<file path="config.mk">
export PLATFORM = sky130hd
export DESIGN_NAME = uart_rx_sampler_flat
export DESIGN_NICKNAME = d
export VERILOG_FILES = /design/src/rtl/uart_rx_sampler_if.sv /design/src/rtl/uart_rx_sampler.sv /design/src/flat_wrapper.sv
export SDC_FILE = /design/constraint.sdc
export NUM_CORES = 1
export LEC_CHECK = 0
export CAP_MARGIN = 5
export CORE_ASPECT_RATIO = 0.75
export CORE_MARGIN = 2
export CORE_UTILIZATION = 25
export CTS_CLUSTER_DIAMETER = 150
export CTS_CLUSTER_SIZE = 30
export DETAILED_ROUTE_END_ITERATION = 10
export PLACE_DENSITY = 0.5
export SYNTH_ARGS = -nofsm -noshare
export SYNTH_HDL_FRONTEND = slang
export SYNTH_SLANG_ARGS = --single-unit
</file>
<file path="constraint.sdc">
create_clock -name clock -period 2.7 [get_ports clock]
set_clock_uncertainty 0.15 [all_clocks]
set_input_delay 0.54 -clock clock [delete_from_list [all_inputs] [get_ports clock]]
set_output_delay 0.54 -clock clock [all_outputs]
set_load 0.01 [all_outputs]
</file>
<file path="src/rtl/uart_rx_sampler_if.sv">
// ----------------------------------------------------------------------------
// uart_rx_sampler_if
//   Bundle between the UART serial line, the receive sampler and the RX FIFO
//   write side.
//
//   Handshake: data_valid is a one-cycle push strobe with no ready/back-pressure.
//   data_out is meaningful in the cycle data_valid is high and holds the last
//   good byte afterwards. frame_error (and parity_error when built with
//   UART_RX_PARITY_EN) are one-cycle strobes. data_valid and frame_error are
//   never high together.
//
//   Signals:
//     rx           serial line into the sampler (idle high, asynchronous)
//     data_out     last correctly framed byte
//     data_valid   one-cycle strobe, data_out updated this cycle
//     frame_error  one-cycle strobe, stop bit sampled low
//     busy         sampler is not idle
//     state        debug view of the receive FSM state
//     parity_error one-cycle strobe alongside data_valid (UART_RX_PARITY_EN only)
//
//   Modports: master = sampler side, slave = line driver / FIFO side.
// ----------------------------------------------------------------------------
interface uart_rx_sampler_if #(
    parameter int width = 8
) ();
    logic             rx;
    logic [width-1:0] data_out;
    logic             data_valid;
    logic             frame_error;
    logic             busy;
    logic [2:0]       state;
`ifdef UART_RX_PARITY_EN
    logic             parity_error;
`endif

    modport master (
        input  rx,
        output data_out, data_valid, frame_error, busy, state
`ifdef UART_RX_PARITY_EN
        , output parity_error
`endif
    );

    modport slave (
        output rx,
        input  data_out, data_valid, frame_error, busy, state
`ifdef UART_RX_PARITY_EN
        , input parity_error
`endif
    );
endinterface

</file>
<file path="src/rtl/uart_rx_sampler.sv">
// ----------------------------------------------------------------------------
// uart_rx_sampler
//   Serial receive front end of the buffered UART. Synchronises rx, finds the
//   start bit, samples each bit near its centre and pushes one byte per frame
//   to the RX FIFO as a single-cycle data_valid strobe. A low stop bit gives a
//   single frame_error strobe; a held-low line (break) is waited out.
//
//   Optional feature: define UART_RX_PARITY_EN to expect one even-parity bit
//   between the last data bit and the stop bit and to drive bus.parity_error.
//
//   Ports:
//     clock   system clock, rising edge
//     resetn  asynchronous active-low reset
//     bus     uart_rx_sampler_if.master (rx, data_out, data_valid,
//             frame_error, busy, state [, parity_error])
// ----------------------------------------------------------------------------
module uart_rx_sampler #(
    parameter int width      = 8,
    parameter int baud_rate  = 9600,
    parameter int clock_freq = 460800
) (
    input  logic                  clock,
    input  logic                  resetn,
    uart_rx_sampler_if.master     bus
);
    localparam int CYCLES_PER_BIT = clock_freq / baud_rate;
    localparam int HALF_BIT       = CYCLES_PER_BIT / 2;
    localparam int CW             = $clog2(CYCLES_PER_BIT);
    localparam int BW             = (width > 1) ? $clog2(width) : 1;

    localparam logic [CW-1:0] BIT_LAST     = CW'(CYCLES_PER_BIT - 1);
    localparam logic [CW-1:0] HALF_LAST    = CW'(HALF_BIT - 1);
    localparam logic [BW-1:0] BIT_CNT_LAST = BW'(width - 1);

    localparam logic [2:0] IDLE   = 3'd0;
    localparam logic [2:0] START  = 3'd1;
    localparam logic [2:0] DATA   = 3'd2;
`ifdef UART_RX_PARITY_EN
    localparam logic [2:0] PARITY = 3'd3;
`endif
    localparam logic [2:0] STOP   = 3'd4;
    localparam logic [2:0] BREAK  = 3'd5;

    // The bit timing only works for an exact integer divisor of at least 4.
    if ((clock_freq % baud_rate) != 0 || CYCLES_PER_BIT < 4) begin : g_bad_cfg
        $error("uart_rx_sampler: clock_freq/baud_rate must be exact and >= 4");
    end

    logic             rx_q1;
    logic             rx_s;
    logic [2:0]       state;
    logic [CW-1:0]    cyc_cnt;
    logic [BW-1:0]    bit_cnt;
    logic [width-1:0] shift_reg;
    logic [width-1:0] data_out;
    logic             data_valid;
    logic             frame_error;
`ifdef UART_RX_PARITY_EN
    logic             parity_bad;
    logic             parity_error;
`endif

    always_ff @(posedge clock or negedge resetn) begin
        if (!resetn) begin
            rx_q1       <= 1'b1;
            rx_s        <= 1'b1;
            state       <= IDLE;
            cyc_cnt     <= '0;
            bit_cnt     <= '0;
            shift_reg   <= '0;
            data_out    <= '0;
            data_valid  <= 1'b0;
            frame_error <= 1'b0;
`ifdef UART_RX_PARITY_EN
            parity_bad   <= 1'b0;
            parity_error <= 1'b0;
`endif
        end else begin
            rx_q1       <= bus.rx;
            rx_s        <= rx_q1;
            data_valid  <= 1'b0;
            frame_error <= 1'b0;
`ifdef UART_RX_PARITY_EN
            parity_error <= 1'b0;
`endif
            case (state)
                IDLE: begin
                    if (!rx_s) begin
                        state   <= START;
                        cyc_cnt <= '0;
                    end
                end
                START: begin
                    // Re-check the line mid start bit to reject short glitches.
                    if (cyc_cnt == HALF_LAST) begin
                        cyc_cnt <= '0;
                        bit_cnt <= '0;
                        state   <= rx_s ? IDLE : DATA;
                    end else begin
                        cyc_cnt <= cyc_cnt + CW'(1);
                    end
                end
                DATA: begin
                    if (cyc_cnt == BIT_LAST) begin
                        cyc_cnt   <= '0;
                        // LSB arrives first, so shift right and fill from the top.
                        shift_reg <= {rx_s, shift_reg[width-1:1]};
                        if (bit_cnt == BIT_CNT_LAST) begin
                            bit_cnt <= '0;
`ifdef UART_RX_PARITY_EN
                            state   <= PARITY;
`else
                            state   <= STOP;
`endif
                        end else begin
                            bit_cnt <= bit_cnt + BW'(1);
                        end
                    end else begin
                        cyc_cnt <= cyc_cnt + CW'(1);
                    end
                end
`ifdef UART_RX_PARITY_EN
                PARITY: begin
                    if (cyc_cnt == BIT_LAST) begin
                        cyc_cnt    <= '0;
                        // Even parity: data ones plus parity bit must be even.
                        parity_bad <= rx_s ^ (^shift_reg);
                        state      <= STOP;
                    end else begin
                        cyc_cnt <= cyc_cnt + CW'(1);
                    end
                end
`endif
                STOP: begin
                    // Leaving here mid stop bit lets a directly following start
                    // bit be seen by IDLE.
                    if (cyc_cnt == BIT_LAST) begin
                        cyc_cnt <= '0;
                        if (rx_s) begin
                            data_out   <= shift_reg;
                            data_valid <= 1'b1;
`ifdef UART_RX_PARITY_EN
                            parity_error <= parity_bad;
`endif
                            state      <= IDLE;
                        end else begin
                            frame_error <= 1'b1;
                            state       <= BREAK;
                        end
                    end else begin
                        cyc_cnt <= cyc_cnt + CW'(1);
                    end
                end
                BREAK: begin
                    // Hold here so a long low line yields one error, not frames.
                    if (rx_s) begin
                        state <= IDLE;
                    end
                end
                default: state <= IDLE;
            endcase
        end
    end

    assign bus.data_out    = data_out;
    assign bus.data_valid  = data_valid;
    assign bus.frame_error = frame_error;
    assign bus.busy        = (state != IDLE);
    assign bus.state       = state;
`ifdef UART_RX_PARITY_EN
    assign bus.parity_error = parity_error;
`endif
endmodule
</file>
<file path="src/flat_wrapper.sv">
// flat-port wrapper written by rule: the top's interface ports become plain ports
module uart_rx_sampler_flat 
#(
    parameter int width      = 8,
    parameter int baud_rate  = 9600,
    parameter int clock_freq = 460800
)
  (clock, resetn, bus_rx, bus_data_out, bus_data_valid, bus_frame_error, bus_busy, bus_state);
  uart_rx_sampler_if #(.width(width)) bus_i ();
  input  logic clock;
  input  logic resetn;
  input wire logic [$bits(bus_i.rx)-1:0] bus_rx;
  output wire logic [$bits(bus_i.data_out)-1:0] bus_data_out;
  output wire logic [$bits(bus_i.data_valid)-1:0] bus_data_valid;
  output wire logic [$bits(bus_i.frame_error)-1:0] bus_frame_error;
  output wire logic [$bits(bus_i.busy)-1:0] bus_busy;
  output wire logic [$bits(bus_i.state)-1:0] bus_state;
  assign bus_i.rx = bus_rx;
  assign bus_data_out = bus_i.data_out;
  assign bus_data_valid = bus_i.data_valid;
  assign bus_frame_error = bus_i.frame_error;
  assign bus_busy = bus_i.busy;
  assign bus_state = bus_i.state;
  uart_rx_sampler #(.width(width), .baud_rate(baud_rate), .clock_freq(clock_freq)) u_core (.clock(clock), .resetn(resetn), .bus(bus_i));
endmodule
</file>
==> results.py <==
metrics = {
    "drt": {
        "ant_nets": 0,
        "wl_mm": 2.77,
        "dr.first_iter.drc_count": 56,
        "drt-vias-per-instance": 4.59,
        "post_drt_wl_per_cell_um": 12.6,
        "dr_total_vias": 1010,
        "drc": 0,
        "drt-pass1-iter-count": 4,
    },
    "grt": {
        "grt_remaining_overflow": 0,
        "antenna_found_initial": 0,
        "vias_in_the_first_global_route": 985,
        "grt_usage_pct": 9.60,
        "grt_max_degree": 33,
        "global_route_wire_length_before_repair_mm": 4.80,
    },
    "logic_synthesis": {
        "synth_sequential_area_ratio_pct": 52.7,
        "syn-num-nets": 127,
        "dominant_combinational_cell_family_by_area_after_synthesis": "multiplexers",
        "synth_seq_cells": 32,
        "synth-adder-area-share_pct": 3.20,
        "synth.distinct_cells": 40,
        "synth_simple_gate_area_share_pct": 13.5,
        "mappedNetlistArea_um2": 1530,
        "synth.mux.area_fraction_pct": 14.8,
        "synth_compound_area_share_pct": 11.3,
        "netlist_instances": 121,
        "post_synth_xor_area_fraction_pct": 0.574,
        "syn_area_per_cell_um2": 12.6,
        "ys_warn_count": 0,
    },
    "clock_tree": {
        "cts-htree-levels": 2,
        "worst_skew_pair_later_pin_latency_ns": 0.29,
        "clk_path_buf_depth": 2,
        "clk_pin_slew_worst_paths_ns": 0.06,
        "tritoncts_buffers": 5,
        "clock-sinks": 32,
        "cts_tree": "yes",
        "cts_hold_buf": 0,
        "postCtsSetupBuffers": 0,
        "cts.root.buffer_cell": "sky130_fd_sc_hd__clkbuf_8",
        "post_cts.resized_instances": 0,
    },
    "critical_path": {
        "crit_chain": "nor3_1, inv_1, clkdlybuf4s50_1",
        "reg2reg_setup_slack_ns": 0.64,
        "critical_path.reg2reg.startpoint": "u_core.cyc_cnt[0]",
        "worstSetupStartpoint": "u_core.bus.state[0]",
        "critical_path_class": "register to output pin",
        "worst_r2r_endpoint": "u_core.shift_reg[6]",
        "cp-end-kind": "output pin",
        "setup.worst_path.end": "bus_busy",
        "crit_path_top_delay_cell": "sky130_fd_sc_hd__dfrtp_1",
        "worstRegToRegCells": 5,
        "largest_delay_contributor_family_on_the_critical_path": "flip-flops",
        "critical_path_max_stage_delay_ns": 0.55,
        "path_depth": 3,
        "cp-start-kind": "register",
        "required_ns": 2.01,
        "critPathMaxFanout": 15,
        "worst-path-buf-inv": 2,
        "worst-endpoint-arrival_ns": 1.74,
    },
    "sta": {
        "fin_hold_ws_ns": 0.200,
        "post-route-period-util_pct": 89.9,
        "layout_min_cycle_time_ns": 2.43,
        "rsz0062_at_grt": "no",
        "finalWorstSetupSlack_ns": 0.272,
        "worst_slew_pin_slew_ns": 0.466,
        "totalNegativeSetupSlack_ns": 0,
        "report.final.hold_viol_count": 0,
        "setup_viol": 0,
        "timing.slew.headroom_pct": 69.0,
        "maxClockFrequency_mhz": 412,
        "drv_slew": 0,
    },
    "place": {
        "finalWeightedCongestion": 0.774,
        "dp_hpwl_mm": 1.96,
        "dpl-instance-area_um2": 1760,
        "post_placement_worst_setup_slack_ns": 0.583,
        "place.port_buffers": 16,
        "place_inst": 212,
    },
    "final_layout": {
        "final.fill_count": 594,
        "stdcell_count": 220,
        "multiInputGateArea_um2": 662,
        "area_added_between_synthesis_and_finish_pct": 20.8,
        "count_of_inserted_antenna_diode_cells": 0,
        "post_route_cell_area_um2": 1840,
        "regArea_um2": 803,
        "fin_nets": 147,
        "drive_gt1_share_pct": 26.8,
    },
    "power_and_ir_drop": {
        "power.static_leakage_nw": 0.811,
        "power_report.internal_total_mw": 0.860,
        "switching_power_mw": 0.398,
        "pwr-share-seq_pct": 49.4,
        "ir_worst_vdd_mv": 0.205,
        "share_clk_of_total_power_pct": 27.7,
        "p_comb_share_pct": 22.8,
        "sw_share_pct": 31.7,
        "power_per_cell_area_nw_per_um2": 683,
    },
    "die": {
        "start_util_pct": 26.0,
        "io_pins": 17,
        "dieArea_um2": 6750,
        "die-width_um": 94.2,
        "fp-row-count": 24,
        "core-area_um2": 5860,
        "die_h_um": 71.6,
    },
    "min_path": {
        "holdPathStages": 0,
        "timing.hold.worst.class": "register to register",
    },
    "job": {
        "max_cap_violations": 0,
    },
    "run_status": {
        "run_status": "finished clean",
    },
}
==> synth_stat cells <==
cell                        instances  area [um2]
sky130_fd_sc_hd__xor2_1             1        8.76
sky130_fd_sc_hd__nor3_1             2        10.0
sky130_fd_sc_hd__nor3b_1            3        22.5
sky130_fd_sc_hd__clkbuf_1           1        3.75
sky130_fd_sc_hd__nand2b_1           2        12.5
sky130_fd_sc_hd__a21o_2             1        8.76
sky130_fd_sc_hd__nand2_1            6        22.5
sky130_fd_sc_hd__nor4_1             1        6.26
sky130_fd_sc_hd__a211o_1            1        8.76
sky130_fd_sc_hd__ha_1               3        37.5
sky130_fd_sc_hd__mux2_4             1        15.0
sky130_fd_sc_hd__a311o_1            1        10.0
sky130_fd_sc_hd__nand3_4            1        17.5
sky130_fd_sc_hd__a2111oi_2          2        30.0
sky130_fd_sc_hd__and2_1             3        18.8
sky130_fd_sc_hd__nor2_4             1        11.3
sky130_fd_sc_hd__o21bai_1           1        7.51
sky130_fd_sc_hd__maj3_2             1        11.3
sky130_fd_sc_hd__a32o_1             1        10.0
sky130_fd_sc_hd__mux2i_1            2        20.0
sky130_fd_sc_hd__nor2b_1            1        6.26
sky130_fd_sc_hd__dfstp_2            2        52.6
sky130_fd_sc_hd__nand4b_1           1        8.76
sky130_fd_sc_hd__buf_4              3        22.5
sky130_fd_sc_hd__nand3_1            3        15.0
sky130_fd_sc_hd__dfrtp_1           30         751
sky130_fd_sc_hd__o21ai_1            2        10.0
sky130_fd_sc_hd__nand3_2            1        10.0
sky130_fd_sc_hd__inv_1              6        22.5
sky130_fd_sc_hd__o22ai_2            1        12.5
sky130_fd_sc_hd__a221o_1            2        20.0
sky130_fd_sc_hd__a31oi_1            1        6.26
sky130_fd_sc_hd__nor3b_2            2        25.0
sky130_fd_sc_hd__buf_6              1        11.3
sky130_fd_sc_hd__nor2_1             5        18.8
sky130_fd_sc_hd__o22ai_1            1        6.26
sky130_fd_sc_hd__a22o_1             2        17.5
sky130_fd_sc_hd__mux2_2            17         191
sky130_fd_sc_hd__a21oi_1            3        15.0
sky130_fd_sc_hd__o21ai_0            2        10.0
==> metal layers <==
layer  track usage (%)  routed length [um]
met4              7.25                  99
met3              2.94                  89
met1              12.4                1380
met2              13.4                1200
met5                 0                   0
==> metrics by stage <==
step | util, % | total power [mW]
CTS | 31.5 | 1.28
global route | 31.5 | 1.35
floorplan | - | 0.840
global placement | 30.1 | 0.910
finish | 31.5 | 1.26
detailed placement | 30.1 | 0.919
==> cells in the final DEF (no fill, tap or decap), types with 3 or more instances in the layout <==
cell / count
sky130_fd_sc_hd__dfrtp_1: 30
sky130_fd_sc_hd__mux2_2: 17
sky130_fd_sc_hd__clkdlybuf4s50_1: 16
sky130_fd_sc_hd__inv_1: 6
sky130_fd_sc_hd__nand2_1: 6
sky130_fd_sc_hd__nor2_1: 5
sky130_fd_sc_hd__clkbuf_8: 5
sky130_fd_sc_hd__nor3b_1: 3
sky130_fd_sc_hd__nand3_1: 3
sky130_fd_sc_hd__and2_1: 3
sky130_fd_sc_hd__a21oi_1: 3
sky130_fd_sc_hd__ha_1: 3
==> power groups by stage <==
stage	Clock (mW)	Sequential [mW]	Combinational (mW)
final	0.349	0.622	0.287
after CTS	0.368	0.621	0.292
after detailed placement	0	0.630	0.289
after global placement	0	0.627	0.283
after global routing	0.390	0.633	0.326
after floorplan	0	0.602	0.238
==> how the worst min path moves through the flow <==
| stage | from | endpoint | slack (ns) |
|---|---|---|---|
| after floorplan | resetn | u_core.bit_cnt[0] | 0.09 |
| after global placement | u_core.rx_q1 | u_core.rx_s | 0.20 |
| after detailed placement | u_core.rx_q1 | u_core.rx_s | 0.20 |
| after CTS | u_core.rx_q1 | u_core.rx_s | 0.20 |
| after global routing | u_core.rx_q1 | u_core.rx_s | 0.21 |
| final | u_core.rx_q1 | u_core.rx_s | 0.20 |
==> cell type report <==
class | count | share of cell area, %
Sequential cell | 32 | 43.6
Multi-Input combinational cell | 78 | 35.9
Timing Repair Buffer | 18 | 9.51
Tap cell | 78 | 5.30
Clock buffer | 7 | 4.14
Inverter | 6 | 1.22
Clock inverter | 1 | 0.272
==> logic make-up after synthesis <==
group / Yosys count
buf+inv: 11
flops: 32
simple gates: 32
xor+xnor: 1
compound gates: 21
fa+ha+maj: 4
mux: 20
No activity file was read; power rests on OpenSTA's default activity.
